File: config.mk
export PLATFORM = sky130hd
export DESIGN_NAME = mem_port_arbiter
export DESIGN_NICKNAME = d
export VERILOG_FILES = /design/src/rtl/mem_port_arbiter_pkg.sv /design/src/rtl/arb_watchdog.sv /design/src/rtl/mem_port_arbiter.sv
export SDC_FILE = /design/constraint.sdc
export NUM_CORES = 1
export LEC_CHECK = 0
export CELL_PAD_IN_SITES_DETAIL_PLACEMENT = 1
export CELL_PAD_IN_SITES_GLOBAL_PLACEMENT = 2
export CORE_MARGIN = 2
export CORE_UTILIZATION = 25
export CTS_CLUSTER_DIAMETER = 30
export DETAILED_ROUTE_END_ITERATION = 12
export PLACE_DENSITY_LB_ADDON = 0.05
export SETUP_SLACK_MARGIN = 0.5
export SLEW_MARGIN = 20
export SYNTH_ARGS = -nofsm -noshare
export SYNTH_HDL_FRONTEND = slang
export SYNTH_SLANG_ARGS = --single-unit
File: constraint.sdc
create_clock -name clk -period 5.2 [get_ports clk]
set_input_delay 1.04 -clock clk [delete_from_list [all_inputs] [get_ports clk]]
set_output_delay 1.04 -clock clk [all_outputs]
set_load 0.05 [all_outputs]
File: src/rtl/mem_port_arbiter_pkg.sv
// Shared arbiter state encodings for the IF/MEM unified memory port.
package mem_port_arbiter_pkg;

  localparam int ARB_STATE_W = 3;

  typedef enum logic [ARB_STATE_W-1:0] {
    ARB_IDLE     = 3'd0,
    ARB_BUSY_IF  = 3'd1,
    ARB_BUSY_MEM = 3'd2,
    ARB_RESP_IF  = 3'd3,
    ARB_RESP_MEM = 3'd4
  } arb_state_t;

endpackage

File: src/rtl/arb_watchdog.sv
// Busy-cycle watchdog: a down-counter reloaded while idle, expiring on terminal count.
module arb_watchdog #(
  parameter int TIMEOUT = 64
) (
  input  logic clk,
  input  logic rst,
  input  logic clear,
  input  logic run,
  output logic expire
);

  localparam int CNT_W = $clog2(TIMEOUT);
  // Loaded with TIMEOUT-2 so the terminal count falls on busy cycle TIMEOUT-1.
  localparam logic [CNT_W-1:0] LOAD = CNT_W'(TIMEOUT - 2);

  logic [CNT_W-1:0] cnt;

  always_ff @(posedge clk) begin
    if (rst) begin
      cnt <= '0;
    end else if (clear) begin
      cnt <= LOAD;
    end else if (run && (cnt != '0)) begin
      cnt <= cnt - 1'b1;
    end
  end

  assign expire = run & (cnt == '0);

endmodule

File: src/rtl/mem_port_arbiter.sv
// Fixed-priority arbiter sharing one variable-latency memory port between IF and MEM.
//
// state        | meaning
// ARB_IDLE     | no access in flight; samples requests, MEM wins ties
// ARB_BUSY_IF  | instruction read on the port, waiting for ram_ack or watchdog
// ARB_BUSY_MEM | load/store on the port, waiting for ram_ack or watchdog
// ARB_RESP_IF  | port released; ack IF if it still asks for the latched address
// ARB_RESP_MEM | port released; ack MEM if it still asks for the latched access
module mem_port_arbiter
  import mem_port_arbiter_pkg::*;
#(
  parameter int ADDR_W  = 32,
  parameter int DATA_W  = 32,
  parameter int TIMEOUT = 64
) (
  input  logic              clk,
  input  logic              rst,
  input  logic              if_req,
  input  logic [ADDR_W-1:0] if_addr,
  output logic [DATA_W-1:0] if_rdata,
  output logic              if_ack,
  output logic              if_stall,
  input  logic              mem_ren,
  input  logic              mem_wen,
  input  logic [ADDR_W-1:0] mem_addr,
  input  logic [DATA_W-1:0] mem_wdata,
  output logic [DATA_W-1:0] mem_rdata,
  output logic              mem_ack,
  output logic              mem_stall,
  output logic              ram_cs,
  output logic              ram_we,
  output logic [ADDR_W-1:0] ram_addr,
  output logic [DATA_W-1:0] ram_dout,
  input  logic [DATA_W-1:0] ram_din,
  input  logic              ram_ack,
  output logic              bus_err
);

  arb_state_t        state_q, state_d;
  logic [ADDR_W-1:0] addr_q;
  logic [DATA_W-1:0] wdata_q;
  logic              we_q;
  logic [DATA_W-1:0] if_rdata_q, mem_rdata_q;
  logic              bus_err_q;
  logic              mem_req, busy, wd_expire;

  assign mem_req = mem_ren | mem_wen;
  assign busy    = (state_q == ARB_BUSY_IF) || (state_q == ARB_BUSY_MEM);

  arb_watchdog #(.TIMEOUT(TIMEOUT)) u_watchdog (
    .clk    (clk),
    .rst    (rst),
    .clear  (~busy),
    .run    (busy),
    .expire (wd_expire)
  );

  always_comb begin
    state_d = state_q;
    case (state_q)
      ARB_IDLE: begin
        if (mem_req)     state_d = ARB_BUSY_MEM;
        else if (if_req) state_d = ARB_BUSY_IF;
      end
      ARB_BUSY_IF:  if (ram_ack || wd_expire) state_d = ARB_RESP_IF;
      ARB_BUSY_MEM: if (ram_ack || wd_expire) state_d = ARB_RESP_MEM;
      ARB_RESP_IF,
      ARB_RESP_MEM: state_d = ARB_IDLE;
      default:      state_d = ARB_IDLE;
    endcase
  end

  always_ff @(posedge clk) begin
    if (rst) begin
      state_q     <= ARB_IDLE;
      addr_q      <= '0;
      wdata_q     <= '0;
      we_q        <= 1'b0;
      if_rdata_q  <= '0;
      mem_rdata_q <= '0;
      bus_err_q   <= 1'b0;
    end else begin
      state_q <= state_d;
      if (state_q == ARB_IDLE) begin
        if (mem_req) begin
          addr_q  <= mem_addr;
          wdata_q <= mem_wdata;
          we_q    <= mem_wen;
        end else if (if_req) begin
          addr_q  <= if_addr;
          wdata_q <= '0;
          we_q    <= 1'b0;
        end
      end
      // A real ack beats a simultaneous watchdog expiry.
      if (busy && ram_ack) begin
        if (state_q == ARB_BUSY_IF) begin
          if_rdata_q <= ram_din;
        end else if (!we_q) begin
          mem_rdata_q <= ram_din;
        end
      end else if (busy && wd_expire) begin
        bus_err_q <= 1'b1;
        if (state_q == ARB_BUSY_IF) begin
          if_rdata_q <= '0;
        end else begin
          mem_rdata_q <= '0;
        end
      end
    end
  end

  // A requester that moved on (e.g. a flushed fetch) no longer matches and gets no ack.
  assign if_ack    = (state_q == ARB_RESP_IF) && if_req && (if_addr == addr_q);
  assign mem_ack   = (state_q == ARB_RESP_MEM) && mem_req && (mem_addr == addr_q) &&
                     (mem_wen == we_q);
  assign if_stall  = if_req & ~if_ack;
  assign mem_stall = mem_req & ~mem_ack;

  assign ram_cs    = busy;
  assign ram_we    = we_q;
  assign ram_addr  = addr_q;
  assign ram_dout  = wdata_q;
  assign if_rdata  = if_rdata_q;
  assign mem_rdata = mem_rdata_q;
  assign bus_err   = bus_err_q;

endmodule

### Yosys cells after proc, flatten, opt, wreduce, memory -nomap -nowiden

Index checks and enable logic that the tools add are counted.
W data, S select, Z words.

* logic and storage cells: 77
* output and inout bits: 135
* register bits after elaboration: 139

* add/subtract/negate cells: 1
* muxes and demuxes: 22
* reductions and logical operators: 21
* bitwise logic cells: 8
* equal/unequal tests: 16

Operators with widths (count)
* $mux W32: 13
* $eq A32 B32 Y1: 2
* $mux W3: 4
* $mux W6: 2
* $ne A2 B2 Y1 const B: 5
* $pmux W3 S3: 1
* $logic_and A1 B1 Y1: 8
* $eq A3 B2 Y1 const B: 2
* $logic_not A6 Y1: 1
* $ne A2 B1 Y1 const B: 3
* $reduce_and A3 Y1: 2
* $reduce_bool A6 Y1: 1
* $sub A6 B1 Y6 const B: 1
* $not A1 Y1: 4
* $reduce_and A2 Y1: 2
* $reduce_and A4 Y1: 1
* $reduce_bool A2 Y1: 2
* $and A1 B1 Y1: 3
* $eq A3 B1 Y1 const B: 1
* $eq A3 B3 Y1 const B: 1
* $logic_not A3 Y1: 1
* $ne A3 B3 Y1 const B: 1
* $logic_or A1 B1 Y1: 2
* $mux W1: 2
* other kinds (3): 3

### Logic depth before layout (Yosys ltp)

* word-level depth: 6
* mapped depth: 8
* depth with buffers taken out: 7

### Cells and area by module

A second synthesis with hierarchy kept.

* cell total of the unflattened synthesis: 661
* area, all modules: 5968.2 µm²

By module, submodules not included
* mem_port_arbiter: cells an instance 626, area each 5637.9 µm², times used 1, seq. area each 2662.6 µm²
* arb_watchdog: cells an instance 35, area each 330.3 µm², times used 1, seq. area each 120.1 µm²

### Worst setup path after synthesis

OpenSTA, ideal clock, no wires.

* kind: in2out
* from: in mem_addr[0]
* to: out mem_stall
* data arrival time: 3887 ps
* setup slack: 273 ps
* data required time: 4160 ps
* stages on the path: 5
* cells stage by stage: xor2_1 nor4_1 o2111ai_1 nor4_1 nor2_1

* longest elaborated chain between the ends: 5

Ends and longest elaborated chain
* start, declared: line mem_port_arbiter.sv:25 `input logic [ADDR_W-1:0] mem_addr,`
* $eq A32 B32 Y1: line mem_port_arbiter.sv:115 `assign mem_ack = (state_q == ARB_RESP_MEM) && mem_req && (mem_addr == addr_q) &&`
* $logic_and A1 B1 Y1 (2 in series): line mem_port_arbiter.sv:115
* net mem_ack: line mem_port_arbiter.sv:28 `output logic mem_ack,`
* $not A1 Y1: line mem_port_arbiter.sv:118 `assign mem_stall = mem_req & ~mem_ack;`
* $and A1 B1 Y1: line mem_port_arbiter.sv:118
* end, declared: line mem_port_arbiter.sv:29 `output logic mem_stall,`

The timed path passes the listed nets, and every way through them passes these cells.

### Final worst setup path

* from: in if_addr[9]
* to: out if_ack

* longest elaborated chain between the ends: 2

Ends and longest elaborated chain
* start, declared: line mem_port_arbiter.sv:19 `input logic [ADDR_W-1:0] if_addr,`
* $eq A32 B32 Y1: line mem_port_arbiter.sv:114 `assign if_ack = (state_q == ARB_RESP_IF) && if_req && (if_addr == addr_q);`
* $logic_and A1 B1 Y1: line mem_port_arbiter.sv:114
* end, declared: line mem_port_arbiter.sv:21 `output logic if_ack,`

Every way passes these cells.

==> metrics.log <==
[metrics] top cells by instance count after synthesis: 139 x sky130_fd_sc_hd__dfxtp_1, 108 x sky130_fd_sc_hd__nor2_1, 66 x sky130_fd_sc_hd__a22oi_1, 66 x sky130_fd_sc_hd__nand2_1, 57 x sky130_fd_sc_hd__xor2_1
[metrics] Highest Clock Rate: 220 MHz
[metrics] total chip power: 3.93 mW
[metrics] buffer depth of the longest clock path: 2
[metrics] transition time of the tightest slew-check pin: 0.905 ns
[metrics] compound-cell area share of the yosys netlist: 0.175
[metrics] dpl cell area: 8930 um^2
[metrics] overall routed net length: 23,000 um
[metrics] CTS sink count: 139
[metrics] root cell of the clock tree: sky130_fd_sc_hd__clkbuf_16
[metrics] data arrival time of the critical path: 3.50 ns
[metrics] maximum clock skew at final layout: 0.0110 ns
[metrics] area of the mapped netlist: 6000 um^2
[metrics] setup violators final: 0
[metrics] maxcap violations: 0
[metrics] multiplexer fraction of the synthesized cell area: 0
[metrics] adder-cell share of the synthesized area: 0.00208
[metrics] number of global-route vias before repair: 6,255
[metrics] starting density of the core: 0.255
[metrics] Final Critical Period: 4.54 ns
[metrics] Largest stage delay, worst path: 0.88 ns
[metrics] Final Hold Viols: 0
[metrics] Tightest Hold Check Type: flop to flop
[metrics] slowest stage cell on the critical path: sky130_fd_sc_hd__clkdlybuf4s50_1
[metrics] cell seen most often among critical-path stages: sky130_fd_sc_hd__clkdlybuf4s50_1
[metrics] crit path buf inv count: 2
[metrics] height of the die: 159 um
[metrics] Iteration-0 DRC Markers: 255
[metrics] count of buffers from port buffering: 268
[metrics] top cell type by total area after synthesis: sky130_fd_sc_hd__dfxtp_1
[metrics] largest cells by area after synthesis: sky130_fd_sc_hd__dfxtp_1 46%, sky130_fd_sc_hd__xor2_1 8.3%, sky130_fd_sc_hd__a22oi_1 8.3%
[metrics] Detail Placement HPWL: 16,700 um
[metrics] critical path capture point type: primary output
[metrics] layout cell share with drive strength beyond 1: 0.0514
[metrics] P_leak: 3.50 nW
[metrics] maximum fanout encountered on the critical timing path: 2
[metrics] worst endpoint required time: 4.16 ns
[metrics] xor/xnor share of the synthesized area: 0.0963
[metrics] Post-CTS Setup Inserts: 0
[metrics] width of the die: 159 um
[metrics] fin nets: 1,076
[metrics] antenna violations before repair: 3
[metrics] number of flops mapped to enable cells by yosys: 0
[metrics] Core Region: 23,500 um^2
[metrics] Mapped Nets: 834
[metrics] final number of max-transition violations: 0
[metrics] largest family of logic cells by synthesized area: simple AND/OR/NAND/NOR gates
[metrics] family of cells with the greatest summed delay on the critical path: buffers and inverters
[metrics] Final period util: 0.872
[metrics] count of pins on the block boundary: 269
[metrics] remaining antenna violation count after routing: 0
[metrics] Synth async-reset ratio: 0
[metrics] TritonCTS clock tree: yes
[metrics] Filler Cells Inserted: 2,733
[metrics] Placement Rows: 56
[metrics] switching fraction of total power: 0.385
[metrics] area share of the largest cell type after synthesis: 0.464
[metrics] Max-Slew Margin vs Limit: 0.396
[metrics] sequential group share of total power: 0.337
[metrics] category of the worst setup path launch point: input pin
[metrics] average routed wire per standard cell: 18.1 um
[metrics] Post-synth top flop: sky130_fd_sc_hd__dfxtp_1
[metrics] portion of the post-synthesis area used by sequential elements: 0.464
[metrics] Total GRT Usage: 0.181
[metrics] final weighted congestion of routability-driven global placement: 0.782
[metrics] final cell count without fillers: 1,275
[metrics] wire length of the first global-routing pass: 36,000 um
[metrics] number of vias in the routed layout: 5,996
[metrics] detailed-routing iteration count for the pre-antenna-repair pass: 5
[metrics] DRC errors left: 0
[metrics] clock-pin transition on the worst setup and hold timing paths: 0.06 ns
[metrics] post-synthesis simple-gate area fraction: 0.220
[metrics] internal power: 2.42 mW
[metrics] FF/Latch Area: 2780 um^2
[metrics] number of distinct library cells after synthesis: 37
[metrics] worst hold slack after final layout: 0.471 ns
[metrics] power per cell area: 412 nW/um^2
[metrics] Via density: 4.70
[metrics] synthesized instance count: 699
[metrics] clk_lat worst skew: 0.42 ns
[metrics] final standard cell area without fillers: 9540 um^2
[metrics] total congestion overflow after global routing: 0
[metrics] outcome: completed
[metrics] Mean Syn Cell Area: 8.59 um^2
[metrics] sequence of cells on the critical path: clkdlybuf4s50_1, xor2_1, nor4_1, nand4_1, nor3_1, clkdlybuf4s50_1
[metrics] kind of critical path: input pin to primary output
[metrics] TNS Setup: 0 ns
[metrics] post-synthesis register bit count: 139
[metrics] maximum VDD drop: 0.240 mV
[metrics] number of warnings issued by yosys: 0
[metrics] clock buffer count from CTS: 17
[metrics] multi-input combinational cell area: 2990 um^2
[metrics] P&R area growth vs syn: 59.0%
[metrics] clock network fraction of design power: 0.317
[metrics] most common cell in the netlist: sky130_fd_sc_hd__dfxtp_1
[metrics] unrepaired setup endpoints after global routing: false
[metrics] die footprint: 25,300 um^2
[metrics] number of H-tree levels: 4
[metrics] Comb power frac: 0.346
[metrics] placed insts: 1,241
[metrics] maximum number of pins on one net before global-route repair: 106
[metrics] net switching power figure: 1.51 mW
layout by cell type (no fill, tap or decap), types with 2 or more instances in the layout:
cell                              Yosys  final
sky130_fd_sc_hd__nor4_1              15     14
sky130_fd_sc_hd__xnor2_1              9      9
sky130_fd_sc_hd__clkbuf_16            0     17
sky130_fd_sc_hd__o21ai_0              2      2
sky130_fd_sc_hd__a22oi_1             66     66
sky130_fd_sc_hd__nand4_1              4      4
sky130_fd_sc_hd__nand2_1             66     66
sky130_fd_sc_hd__bufinv_16            0      2
sky130_fd_sc_hd__a21oi_1             44     44
sky130_fd_sc_hd__nor2_1             108    107
sky130_fd_sc_hd__diode_2              0      2
sky130_fd_sc_hd__inv_8                0      2
sky130_fd_sc_hd__clkdlybuf4s50_1      0    266
sky130_fd_sc_hd__nor2b_1              5      4
sky130_fd_sc_hd__buf_4                7      9
sky130_fd_sc_hd__nor3_1               5      5
sky130_fd_sc_hd__a311oi_1            32     32
sky130_fd_sc_hd__or3_1                2      2
sky130_fd_sc_hd__nand3_1             35     35
sky130_fd_sc_hd__dfxtp_1            139    139
sky130_fd_sc_hd__clkinv_4             0      2
sky130_fd_sc_hd__inv_6                0      4
sky130_fd_sc_hd__nand3b_1             2      2
sky130_fd_sc_hd__nand2b_1            35     35
sky130_fd_sc_hd__inv_1                3      3
sky130_fd_sc_hd__clkinvlp_4           0      3
sky130_fd_sc_hd__xor2_1              57     57
per-stage QoR:
| stage | utilization | setup slack [ns] |
|---|---|---|
| floorplan | - | 0.907 |
| global placement | 0.379 | 0.509 |
| detailed placement | 0.379 | 0.509 |
| CTS | 0.405 | 0.501 |
| global route | 0.405 | 0.533 |
| finish | 0.405 | 0.663 |
cells by family (layout without fill, tap and decap cells):
group | count (synthesis) | after routing
and+or+nand+nor | 286 | 286
AOI/OAI and AO/OA | 150 | 150
DFF | 139 | 139
xor gates and xnor gates | 66 | 66
buffers and inverters | 57 | 312
adders and majority gates | 1 | 1
other | 0 | 2
final timing paths:
check                                           startpoint                    endpoint  slack [ns]  depth (start not counted)
worst max-delay path                            if_addr[9]                      if_ack        0.66                          6
worst min-delay path            mem_rdata[11]$_SDFFE_PP0P_  mem_rdata[11]$_SDFFE_PP0P_        0.47                          2
worst max register to register     state_q[2]$_SDFFE_PP0P_   ram_addr[29]$_SDFFE_PP0P_        2.51                          5
worst min register to register  mem_rdata[11]$_SDFFE_PP0P_  mem_rdata[11]$_SDFFE_PP0P_        0.47                          2
sequential cells by signal, summed over array words and instances (netlist names):
signal and flops:
ram_we 1, if_rdata 32, u_watchdog.cnt 6, state_q 3
ram_dout 32, ram_addr 32, bus_err 1, mem_rdata 32
power groups by stage:
stage | Combinational, mW | Clock, mW | Sequential [mW]
2_1_floorplan | 0.506 | 0 | 1.70
3_3_place_gp | 1.35 | 0 | 1.34
3_5_place_dp | 1.38 | 0 | 1.35
4_1_cts | 1.38 | 1.30 | 1.32
5_1_grt | 1.46 | 1.34 | 1.34
6_report | 1.36 | 1.25 | 1.32
worst min-delay path: stages (launching register included):
cell and delay [ns]:
sky130_fd_sc_hd__dfxtp_1 0.31, sky130_fd_sc_hd__nand2b_1 0.06, sky130_fd_sc_hd__a21oi_1 0.05
area by class of cell:
| cell class | count | share of cell area |
|---|---|---|
| multi-input combinational | 503 | 0.313 |
| sequential | 139 | 0.292 |
| timing repair buffer | 277 | 0.289 |
| clock buffer | 19 | 0.0464 |
| tap | 319 | 0.0418 |
| clock inverter | 13 | 0.0165 |
| inverter | 3 | 0.00118 |
| antenna | 2 | 0.000524 |
routing by layer:
layer | up-vias | wire, um | track usage
met2 | 174 | 11200 | 0.309
met1 | 2882 | 10000 | 0.220
met3 | 8 | 1660 | 0.0607
met5 | - | 0 | 0
met4 | 0 | 199 | 0.0479
li1 | 2932 | - | -
repair_timing:
action                     CTS  global route
setup endpoints to repair    0             1
gates resized for setup      0             1
hold buffers                 0             0
No activity file was read; power rests on OpenSTA's default activity.
